===== src/rtl/descrambler.sv =====
`default_nettype none
// ============================================================================
// Module   : descrambler
// Purpose  : CCSDS PN descrambler, 8 bits per accepted byte, 1-cycle latency.
// Revision : 1.0 - initial release
// ============================================================================
module descrambler #(
    parameter logic [7:0] SEED = 8'hFF
) (
    input  logic       clk_in,
    input  logic       rst_in,
    input  logic       cvcdu_new,
    input  logic       data_valid_in,
    input  logic [7:0] byte_in,
    output logic [7:0] byte_out,
    output logic       data_valid_out
);

    localparam int c_steps = 8;

    logic [7:0] r_lfsr;
    logic [7:0] r_byte_out;
    logic       r_data_valid_out;

    logic [7:0] w_lfsr_base;
    logic [7:0] w_lfsr_adv;
    logic [7:0] w_pn_byte;
    logic [7:0] w_s;

    // A new CVCDU restarts the sequence even for the byte accepted in that cycle.
    assign w_lfsr_base = cvcdu_new ? SEED : r_lfsr;

    // Eight LFSR steps unrolled; the first output bit lands in bit 7.
    always_comb begin
        w_pn_byte  = '0;
        w_s        = w_lfsr_base;
        for (int i = 0; i < c_steps; i++) begin
            w_pn_byte[c_steps-1-i] = w_s[0];
            w_s = {w_s[0] ^ w_s[3] ^ w_s[5] ^ w_s[7], w_s[7:1]};
        end
        w_lfsr_adv = w_s;
    end

    always_ff @(posedge clk_in or negedge rst_in) begin
        if (!rst_in) begin
            r_lfsr           <= SEED;
            r_byte_out       <= 8'h00;
            r_data_valid_out <= 1'b0;
        end else begin
            r_data_valid_out <= data_valid_in;
            if (data_valid_in) begin
                r_byte_out <= byte_in ^ w_pn_byte;
                r_lfsr     <= w_lfsr_adv;
            end else if (cvcdu_new) begin
                r_lfsr     <= SEED;
            end
        end
    end

    assign byte_out       = r_byte_out;
    assign data_valid_out = r_data_valid_out;

endmodule
`default_nettype wire


===== config.mk =====
export PLATFORM = sky130hd
export DESIGN_NAME = descrambler
export DESIGN_NICKNAME = d
export VERILOG_FILES = /design/src/rtl/descrambler.sv
export SDC_FILE = /design/constraint.sdc
export NUM_CORES = 1
export LEC_CHECK = 0
export ABC_AREA = 1
export CORE_UTILIZATION = 52
export DETAILED_ROUTE_END_ITERATION = 10
export GPL_TIMING_DRIVEN = 0
export PLACE_DENSITY_LB_ADDON = 0.15
export SLEW_MARGIN = 10
export SYNTH_ARGS = -nofsm -noshare
export SYNTH_HDL_FRONTEND = slang
export SYNTH_SLANG_ARGS = --single-unit
export TNS_END_PERCENT = 10

===== constraint.sdc =====
create_clock -name clk_in -period 2 [get_ports clk_in]
set_input_delay 0.2 -clock clk_in [delete_from_list [all_inputs] [get_ports clk_in]]
set_output_delay 0.2 -clock clk_in [all_outputs]
set_load 0.03 [all_outputs]

==> After elaboration in Yosys (flattened, before gate mapping) <==
Index checks and enable logic that the tools add are counted.
{ "classes": {"bitwise": 25, "n_mux": 2} }
{ "op_table": {"columns": ["op", "n"], "rows": [
  ["$xor 1x1->1", 24],
  ["$mux 8", 2],
  ["$xor 8x8->8", 1]
]} }
{ "totals": {"reg_bits": 17, "output_inout_bits": 9, "in_bits": 12} }

==> Depth between registers and ports, before layout <==
{ "logic_depth": {"word_depth": 12, "mapped_depth": 18} }

==> Least setup slack after synthesis <==
No wires, ideal clock.
{ "synth_path": {"kind": "reg-to-reg", "startpoint": "register r_lfsr[7]", "endpoint": "register r_lfsr[6]", "synth_period_minus_slack_ns": 1.810, "setup_ns": 0.075, "slack_ns": 0.190, "n_path_buf": 0, "stages_incl_launch_ff": 17, "arrival_ns": 1.734, "path_cell_list": "dfstp_2 nor2_4 nand2_1 nand2_2 nand2_4 nand2_4 nand2_4 nand2_4 nand2_4 nand2_4 nand2_2 nand2_2 or2_1 nand3_1 nand2_1 nand2_1 nand2_1"} }
{ "synth_between": {"elab_chain_cells": 9} }
{ "synth_rtl": {"columns": ["item", "line", "source"], "rows": [
  ["from (decl)", "21", "logic [7:0] r_lfsr;"],
  ["from (signal assigned)", "53", "r_lfsr <= w_lfsr_adv;"],
  ["$mux 8 *", null, null],
  ["$xor 1x1->1 (6 in series)", "39", "w_s = {w_s[0] ^ w_s[3] ^ w_s[5] ^ w_s[7], w_s[7:1]};"],
  ["$xor 1x1->1 *", "39", null],
  ["$mux 8 *", "51", "if (data_valid_in) begin"]
]} }
Every way passes the cells marked *; elsewhere a longest branch is shown, timed or not.
A chain may end at the register's enable or synchronous reset.

==> Worst setup path in the final report <==
{ "layout_path": {"startpoint": "register r_lfsr[5]", "endpoint": "register r_lfsr[6]"} }
{ "layout_between": {"elab_chain_cells": 10} }
{ "layout_rtl": {"columns": ["item", "line"], "rows": [
  ["$mux 8 *", null],
  ["$xor 1x1->1 (7 in series)", "39"],
  ["$xor 1x1->1 *", "39"],
  ["$mux 8 *", "51"]
]} }
Marked as above.

==> run summary <==
CP Launch Type - register
Clk buf depth - 2
Layout cells sized above 1 - 35.7%
N_diodes - 0
Post-route cell area - 1640 µm²
Vias per cell - 5.23
Hold Fails Final Rpt - 0
First-pass GRT wire length - 4770 µm
Worst-Skew Late Latency - 290 ps
Min Clock Period, post-route - 1990 ps
Synth Flop Type - dfrtp_1
TritonCTS Sinks - 17
Slowest stage delay, CP - 600 ps
Die H - 51.2 µm
Initial DRC count - 12
Clock transition at path regs - 90 ps
Number of library cell types mapped by synthesis - 22
Max-slew headroom - 48.6%
Post-synth EDFFs - 0
H-tree levels - 1
Number of global-route vias before repair - 1120
PD cells - 1810 nW/µm²
Yosys top cell area share - 17.9%
Hold Path Class - in2async
Dpl cell area - 1490 µm²
Synth Warn # - 0
Grt ovf - 0
Routability Congestion - 0.858
Routed len/inst - 13.3 µm
Synth Net Count - 164
CP Buf/Inv Count - 1
Slowest CP cell - dfstp_2
Routed Antenna Nets - 0
Post-synth ARST share - 100%
Peak VDD IR - 1.50 mV
Outcome - finished clean
Maximum clock rate - 501 MHz
RSZ-0062 raised after global routing - true
Post-synthesis sequential area ratio - 34.6%
Largest net degree at the start of global routing - 18
Initial antenna violation count - 0
Port buffer count - 20
Design Power - 2960 µW
Finished Core Util - 72.8%
Setup Skew - 2.11 ps
Mapped Area - 1260 µm²
Max Cap Viol - 0
Area contributors post-synth - dfrtp_1 18%, dfstp_2 17%, nand2_1 13%, xor2_1 7.7%, nand2_4 6.3%
Chip Width - 51.2 µm
Final wirelength - 2800 µm
Top delay family on crit path - simple AND/OR/NAND/NOR gates
Mean post-synth cell area - 8.27 µm²
Post-Layout Cell Count - 210
Post-route DRC - 0
Core ar. - 2250 µm²
Crit path DAT - 2230 ps
Final setup viols - 0
Starting Density - 55.8%
Clk Tree Root Cell - clkbuf_4
Pleak - 0.000766 µW
Via count - 1099
Post-DP HPWL - 1990 µm
Area Overhead vs Synth - 30.4%
TritonCTS Buffers - 3
Crit Path Max Fanout - 4
CP Class - reg2reg
Slew @ Worst Pin - 768 ps
Rows - 17
CTS tree - built
#FFs+latches synth - 17
Required @ worst endpoint - 2230 ps
Post-Synthesis Cells - 152
CP Cell Sequence - nor2_4 -> nand2_1 -> nand2_2 -> xnor2_4 -> inv_2 -> nand2_4 -> nand2_4 -> nand2_4 -> nand2_4 -> or2_1 -> nand3_1 -> nand2_1 -> nand2_1 -> nand2_1
Die ar. - 2620 µm²
Critical path endpoint category - register
Final Net Count - 195
Total GRT Usage - 24.8%
Final cycle utilization of the critical path - 99.7%
Area leader, netlist - dfrtp_1
1st-pass router iterations - 5
Placed Instances - 200
Max Slew Vio Count - 0
Ports - 21
## flip-flops by register name, indices dropped and copies added (netlist names)
| register | flops |
|---|---|
| r_lfsr | 8 |
| data_valid_out | 1 |
| byte_out | 8 |
## cells in the final DEF, fill, tap and decap left out, types with 8 or more instances in the layout
master            n
nand2_2          14
nand3_1          12
nand2_1          32
clkdlybuf4s50_1  19
dfstp_2           8
xor2_1           11
o21ai_0          15
inv_1             8
nand2_4          11
dfrtp_1           9
## metrics by stage
stage                     setup TNS, ps  worst slack [ps]  hold slack, ps
final                                 0              5.53             349
after detailed placement          -1500              -397             473
after global placement            -1280              -363             465
after floorplan                       0               190           -95.6
after CTS                             0              6.42             370
after global routing               -253              -121             387
## routing by layer
metal	track usage [%]	share of wire (%)	vias to the layer above
li1	-	-	549
met1	29.6	43	508
met2	42.3	51	35
met3	5.65	4.9	7
met4	10.2	1.4	0
met5	0	0	-
## cells by family (layout without fill, tap and decap cells)
logic type,after synthesis,count (layout),synth area share (%)
DFF,17,17,34.6
buffers and inverters,15,45,5.07
AOI/OAI and AO/OA,18,18,7.16
and+or+nand+nor,87,87,40.6
xor gates and xnor gates,15,15,12.5
## Yosys cell counts, types with 2 or more instances
master and count:
xnor2_1 2, nand3_2 7, o21ai_0 15, nor2_4 6, nand2_4 7, inv_1 9, clkbuf_1 3, nand3_1 12
a21oi_1 3, nand2_1 43, dfstp_2 8, xor2_1 11, nand2_2 8, inv_2 2, dfrtp_1 9
## worst paths after layout
check                           slack, ps                  endpoint                    start  depth (start not counted)
min in group clk_in                   450  data_valid_out$_DFF_PN0_            data_valid_in                          1
worst min-delay path                  350   byte_out[3]$_DFFE_PN0P_                   rst_in                          1
max in group asynchronous            1170   byte_out[5]$_DFFE_PN0P_                   rst_in                          1
worst min register to register        490   byte_out[3]$_DFFE_PN0P_  byte_out[3]$_DFFE_PN0P_                          2
worst max register to register          6       r_lfsr[6]$_DFF_PN1_      r_lfsr[5]$_DFF_PN1_                         14
worst max-delay path                    6       r_lfsr[6]$_DFF_PN1_      r_lfsr[5]$_DFF_PN1_                         14
## layout make-up
type	count	area, µm²
Clock buffer	4	26.3
Multi-Input combinational cell	120	838
Timing Repair Buffer	26	241
Fill cell	176	614
Buffer	4	22.5
Inverter	11	41.3
Tap cell	28	35.0
Sequential cell	17	435
## timing repair
| action | in CTS | in global routing |
|---|---|---|
| setup endpoints to repair | 3 | 3 |
| resized for setup | 1 | 21 |
| cloned | 1 | 0 |
| hold buffers | 0 | 0 |
| buffers inserted | 1 | 4 |
| pin swaps | 1 | 15 |
## report_power, final
part / total (µW) / internal (µW) / switching [µW]
Sequential: 644 / 529 / 114
Clock: 183 / 77.6 / 105
Combinational: 2140 / 835 / 1300
Total: 2960 / 1440 / 1520
Power figures use the tool's default switching activity.
==> variant 1: new RTL, config.mk and constraints unchanged <==
Change the localparam `c_steps` from 8 to 16.
--- a/src/rtl/descrambler.sv
+++ b/src/rtl/descrambler.sv
@@ -18,3 +18,3 @@
 
-    localparam int c_steps = 8;
+    localparam int c_steps = 16;
 
Formal check against the unedited RTL: not equivalent (a bounded check fails within 4 cycles, from zero or initial values and one cycle with rst_in low).
==> variant 1 against the unedited design <==
- the flow now finishes with violations (negative setup slack)
- design area increased by 20%
- via count increased by 23%
- worst setup slack got worse by 0.49 ns
- sequential cell count unchanged
- utilization up 5.7 points
- clock skew about the same
- area after synthesis grew 9.7%
- cell count is 18% higher
- routed wire length increased by 31%
- highest routed layer unchanged
Power is not shown: default switching activity piles up to over one toggle a cycle in this logic, so the estimate is an artifact.
==> variant 1: results (changes against the unedited design) <==
.. list-table::
   :header-rows: 1

   * - Metric
     - Value
   * - Run status
     - complete, but fails checks
   * - Failing checks
     - negative setup slack
   * - Cell types with the highest counts after synthesis
     - nand2_1, nand2_2, nand3_1, inv_1, o21ai_0
   * - Total iterations of the first detailed-routing run
     - 4 (-1)
   * - Worst Hold Launch
     - cvcdu_new
   * - Critical Path Fanout Max
     - 6 (+2)
   * - Maximum number of pins on one net before global-route repair
     - 18 (unchanged)
   * - Total nets after synthesis
     - 197 (+20%)
   * - Sequential-to-total area share from yosys stat
     - 31.6% (-3.0 points)
   * - Insertion delay of the later-clocked pin in the worst-skew pair
     - 0.29 ns (about the same)
   * - Final HPWL DP
     - 2460 um (+24%)
   * - Type of the tightest min-delay check
     - primary input to flip-flop
   * - Final Wtd Congestion
     - 0.838 (-2.4%)
   * - Vias after detailed routing
     - 1351 (+23%)
   * - Fraction of synthesis flops using an asynchronous set or reset pin
     - 100% (unchanged)
   * - Synth Area per Inst
     - 7.45 sq um (-9.9%)
   * - Post-route insts no fill
     - 248 (+18%)
   * - Aggregate global-route resource usage
     - 25.8% (+1.0 points)
   * - Final setup violation count
     - 9 (+9)
   * - Number of global-route vias before repair
     - 1193 (+6.5%)
   * - Global-route wire length before repair
     - 5300 um (+11%)
   * - Layout cell share with drive strength beyond 1
     - 47.2% (+12 points)
   * - Largest cells by area after synthesis
     - dfrtp_1, dfstp_2, nand2_1
   * - Worst endpoint data arrival time
     - 2.73 ns (+0.50 ns)
   * - PortBufs
     - 19 (-5.0%)
   * - Final routed wire length divided by cell count
     - 14.8 um (+11%)
   * - Distinct cells, synth
     - 27 (+23%)
   * - Worst slew margin relative to its limit
     - 47.5% (-1.1 points)
   * - Nature of the critical path startpoint
     - flip-flop
   * - Count of pins over their slew limit
     - 0 (unchanged)
   * - DRT iter0 DRCs
     - 30 (+18)
   * - Clock Skew
     - 0.00247 ns (+0.000363 ns)
   * - FF-to-FF Start
     - r_lfsr[0]$_DFF_PN1_
   * - Placed Cells
     - 234 (+17%)
   * - Antenna violations before repair
     - 0 (unchanged)
   * - Fin worst setup slack
     - -0.486 ns (-0.492 ns)
## variant 1: cell count changes after synthesis, moves of 3 or more
cell,before,now
inv_2,2,7
nand3b_1,0,4
nor2_2,1,4
xor2_1,11,4
nand3_1,12,21
inv_1,9,13
nor2_1,1,9
nand2_4,7,1
nor2_4,6,2
nand2_2,8,21
## variant 1: per-layer routing
metal  global-route usage (%)  vias up  share of wire [%]
met5                        0        -                  0
met4                     6.14        0                1.6
met3                     2.01        8                4.0
met2                     43.1       35                 52
met1                     35.4      653                 42
li1                         -      655                  -
## variant 1: cell type report
type / count / area, sq um
Buffer: 4 / 23.8
Fill cell: 166 / 538
Tap cell: 30 / 37.5
Multi-Input combinational cell: 144 / 1100
Sequential cell: 17 / 435
Inverter: 20 / 77.6
Clock buffer: 4 / 26.3
Timing Repair Buffer: 29 / 265
## variant 1: kinds of logic after synthesis
| logic type | synth area share (%) |
|---|---|
| AOI/OAI and AO/OA | 7.08 |
| xor gates and xnor gates | 8.26 |
| buffers and inverters | 7.17 |
| DFF | 31.6 |
| and+or+nand+nor | 45.9 |
## variant 1: critical path, cell delays in order (launching register included)
cell and delay, ns:
dfstp_2 0.56, nor2_1 0.06, nand2_1 0.11, nand2_4 0.10, nand2_4 0.11, inv_4 0.04, nor2_4 0.10, nand2_1 0.07
nand2_2 0.11, nand3_4 0.14, nand2_4 0.15, nand2_4 0.09, nand3_4 0.10, nand3_2 0.14, nand3_4 0.14, nand3_1 0.11
nand3_1 0.14, nand3_2 0.08, nand2_1 0.07
## variant 1: final timing paths
path | cells past startpoint | slack (ns) | end
worst max-delay path | 18 | -0.49 | r_lfsr[3]$_DFF_PN1_
worst min-delay path | 3 | 0.25 | r_lfsr[1]$_DFF_PN1_
worst max register to register | 18 | -0.49 | r_lfsr[3]$_DFF_PN1_
worst min register to register | 2 | 0.50 | byte_out[5]$_DFFE_PN0P_
max in group asynchronous | 1 | 1.16 | byte_out[2]$_DFFE_PN0P_
min in group asynchronous | 1 | 0.35 | byte_out[7]$_DFFE_PN0P_
## variant 1: what timing repair did
item	4_1_cts	5_1_grt
pin swaps	20	24
gates resized for setup	29	32
setup buffers	4	6
endpoints found under the setup margin	8	9
## variant 1: through the flow
stage	setup slack (ns)	cell area, sq um	util, %	TNS [ns]	hold WS [ns]
2_1_floorplan	-0.129	1380	-	-0.477	-0.0956
3_3_place_gp	-0.365	1610	64.3	-1.75	0.466
3_5_place_dp	-0.435	1610	64.3	-2.32	0.472
4_1_cts	-0.423	1780	71.2	-2.42	0.246
5_1_grt	-0.643	1960	78.5	-4.06	0.263
6_report	-0.486	1960	78.5	-2.70	0.249
==> variant 2: new RTL, same flow settings <==
Made on the original files. Remove the register `r_data_valid_out`: a continuous assignment takes its place, so the output `data_valid_out` follows one clock earlier.
--- a/src/rtl/descrambler.sv
+++ b/src/rtl/descrambler.sv
@@ -47,5 +47,3 @@
             r_byte_out       <= 8'h00;
-            r_data_valid_out <= 1'b0;
         end else begin
-            r_data_valid_out <= data_valid_in;
             if (data_valid_in) begin
@@ -59,2 +57,4 @@
 
+    assign r_data_valid_out = data_valid_in;
+
     assign byte_out       = r_byte_out;
Check against the original RTL: not equivalent (a bounded check fails within 4 cycles, from zero or initial values and one cycle with rst_in low).
==> variant 2 against the unedited design <==
- total power increased by 4.7%
- via count increased by 1.9%
- sequential cell count decreased by 1
- first-iteration DRC count increased by 58%
- worst setup slack got worse by 0.00066 ns
- count of clock-buffer cells in the layout unchanged
- critical endpoint unchanged
- worst hold slack got worse by 0.029 ns
- critical path depth unchanged
- routed wire length increased by 3.3%
- sequential share of layout area decreased by 1.6 points
- area after synthesis decreased by 1.4%
- design area increased by 0.23%
==> variant 2: results (changes against the unedited design) <==
.. list-table::
   :header-rows: 1

   * - Metric
     - Value
   * - Final Wtd Congestion
     - 0.854 (-0.50%)
   * - Post-layout net count
     - 198 (+1.5%)
   * - Switching portion of total power
     - 51.3% (-0.070 points)
   * - Aggregate global-route resource usage
     - 24.1% (-0.65 points)
   * - Post-route insts no fill
     - 213 (+1.4%)
   * - Final HPWL DP
     - 2020 um (+1.9%)
   * - Kind of cell adding the most delay to the critical path
     - simple AND/OR/NAND/NOR gates
   * - Total wirelength of the detailed-routed design
     - 2890 um (+3.3%)
   * - Xor and xnor fraction of the mapped netlist area
     - 12.7% (+0.18 points)
   * - Count of filler cells inserted in the layout
     - 179 (+1.7%)
   * - DRT iter0 DRCs
     - 19 (+7)
   * - Layout cell share with drive strength beyond 1
     - 35.1% (-0.58 points)
   * - Worst-Margin Slew
     - 0.712 ns (-0.0567 ns)
   * - Distinct cells, synth
     - 23 (+4.5%)
   * - Critical Path Fanout Max
     - 5 (+1)
   * - Largest cells by area after synthesis
     - dfstp_2, dfrtp_1, nand2_1
   * - Sequential-to-total area share from yosys stat
     - 33.1% (-1.5 points)
   * - Synth Flop Type
     - dfstp_2
   * - Maximum number of pins on one net before global-route repair
     - 17 (-1)
   * - Synth Area per Inst
     - 8.16 sq um (-1.4%)
   * - Number of synthesis warnings
     - 0 (unchanged)
   * - Leakage power figure
     - 0.777 nW (+1.5%)
   * - Number of antenna diodes
     - 0 (unchanged)
   * - PortBufs
     - 20 (unchanged)
   * - Compound-gate portion of the synthesized area
     - 7.27% (+0.10 points)
   * - Cell types with the highest counts after synthesis
     - nand2_1, o21ai_0, nand3_1, xor2_1, inv_1
   * - Worst IR Drop VDD
     - 1510 uV (+0.54%)
   * - Run status
     - completed
   * - Placement-stage worst setup slack
     - -0.425 ns (-0.0281 ns)
   * - Vias after detailed routing
     - 1120 (+1.9%)
## variant 2: layer usage
layer  track usage (%)  wire (um)  part of all wire, %  vias up
met5                 0          0                    0        -
met4              8.33         52                  1.8        0
met3              5.65        134                  4.6        9
met2              42.2       1490                   51       29
met1              28.8       1220                   42      528
li1                  -          -                    -      554
## variant 2: worst paths after layout
check / startpoint / to / slack [ns] / depth (start not counted)
worst min-delay path: rst_in / byte_out[1]$_DFFE_PN0P_ / 0.32 / 1
min in group clk_in: byte_out[5]$_DFFE_PN0P_ / byte_out[5]$_DFFE_PN0P_ / 0.50 / 2
max in group asynchronous: rst_in / byte_out[2]$_DFFE_PN0P_ / 1.23 / 1
worst max register to register: r_lfsr[5]$_DFF_PN1_ / r_lfsr[6]$_DFF_PN1_ / 0.005 / 14
worst min register to register: byte_out[5]$_DFFE_PN0P_ / byte_out[5]$_DFFE_PN0P_ / 0.50 / 2
worst max-delay path: r_lfsr[5]$_DFF_PN1_ / r_lfsr[6]$_DFF_PN1_ / 0.005 / 14
## variant 2: power groups by stage
stage               Combinational (W)  Sequential (W)  Clock, W
floorplan                     0.00143        0.000684         0
global placement              0.00181        0.000606         0
detailed placement            0.00188        0.000615         0
CTS                           0.00191        0.000614  0.000224
global route                  0.00248        0.000636  0.000232
finish                        0.00227        0.000618  0.000216
## variant 2: cell type report
cell class / count / share of cell area [%]
Sequential cell: 16 / 25.0
Multi-Input combinational cell: 120 / 50.3
Inverter: 11 / 2.51
Buffer: 5 / 1.83
Tap cell: 28 / 2.13
Timing Repair Buffer: 29 / 16.1
Clock buffer: 4 / 2.21
## variant 2: what timing repair did
item	4_1_cts	5_1_grt
endpoints found under the setup margin	3	3
gates cloned	1	0
pin swaps	0	18
hold endpoints to repair	0	0
setup buffers	0	8
hold buffers	0	0
resized for setup	3	15
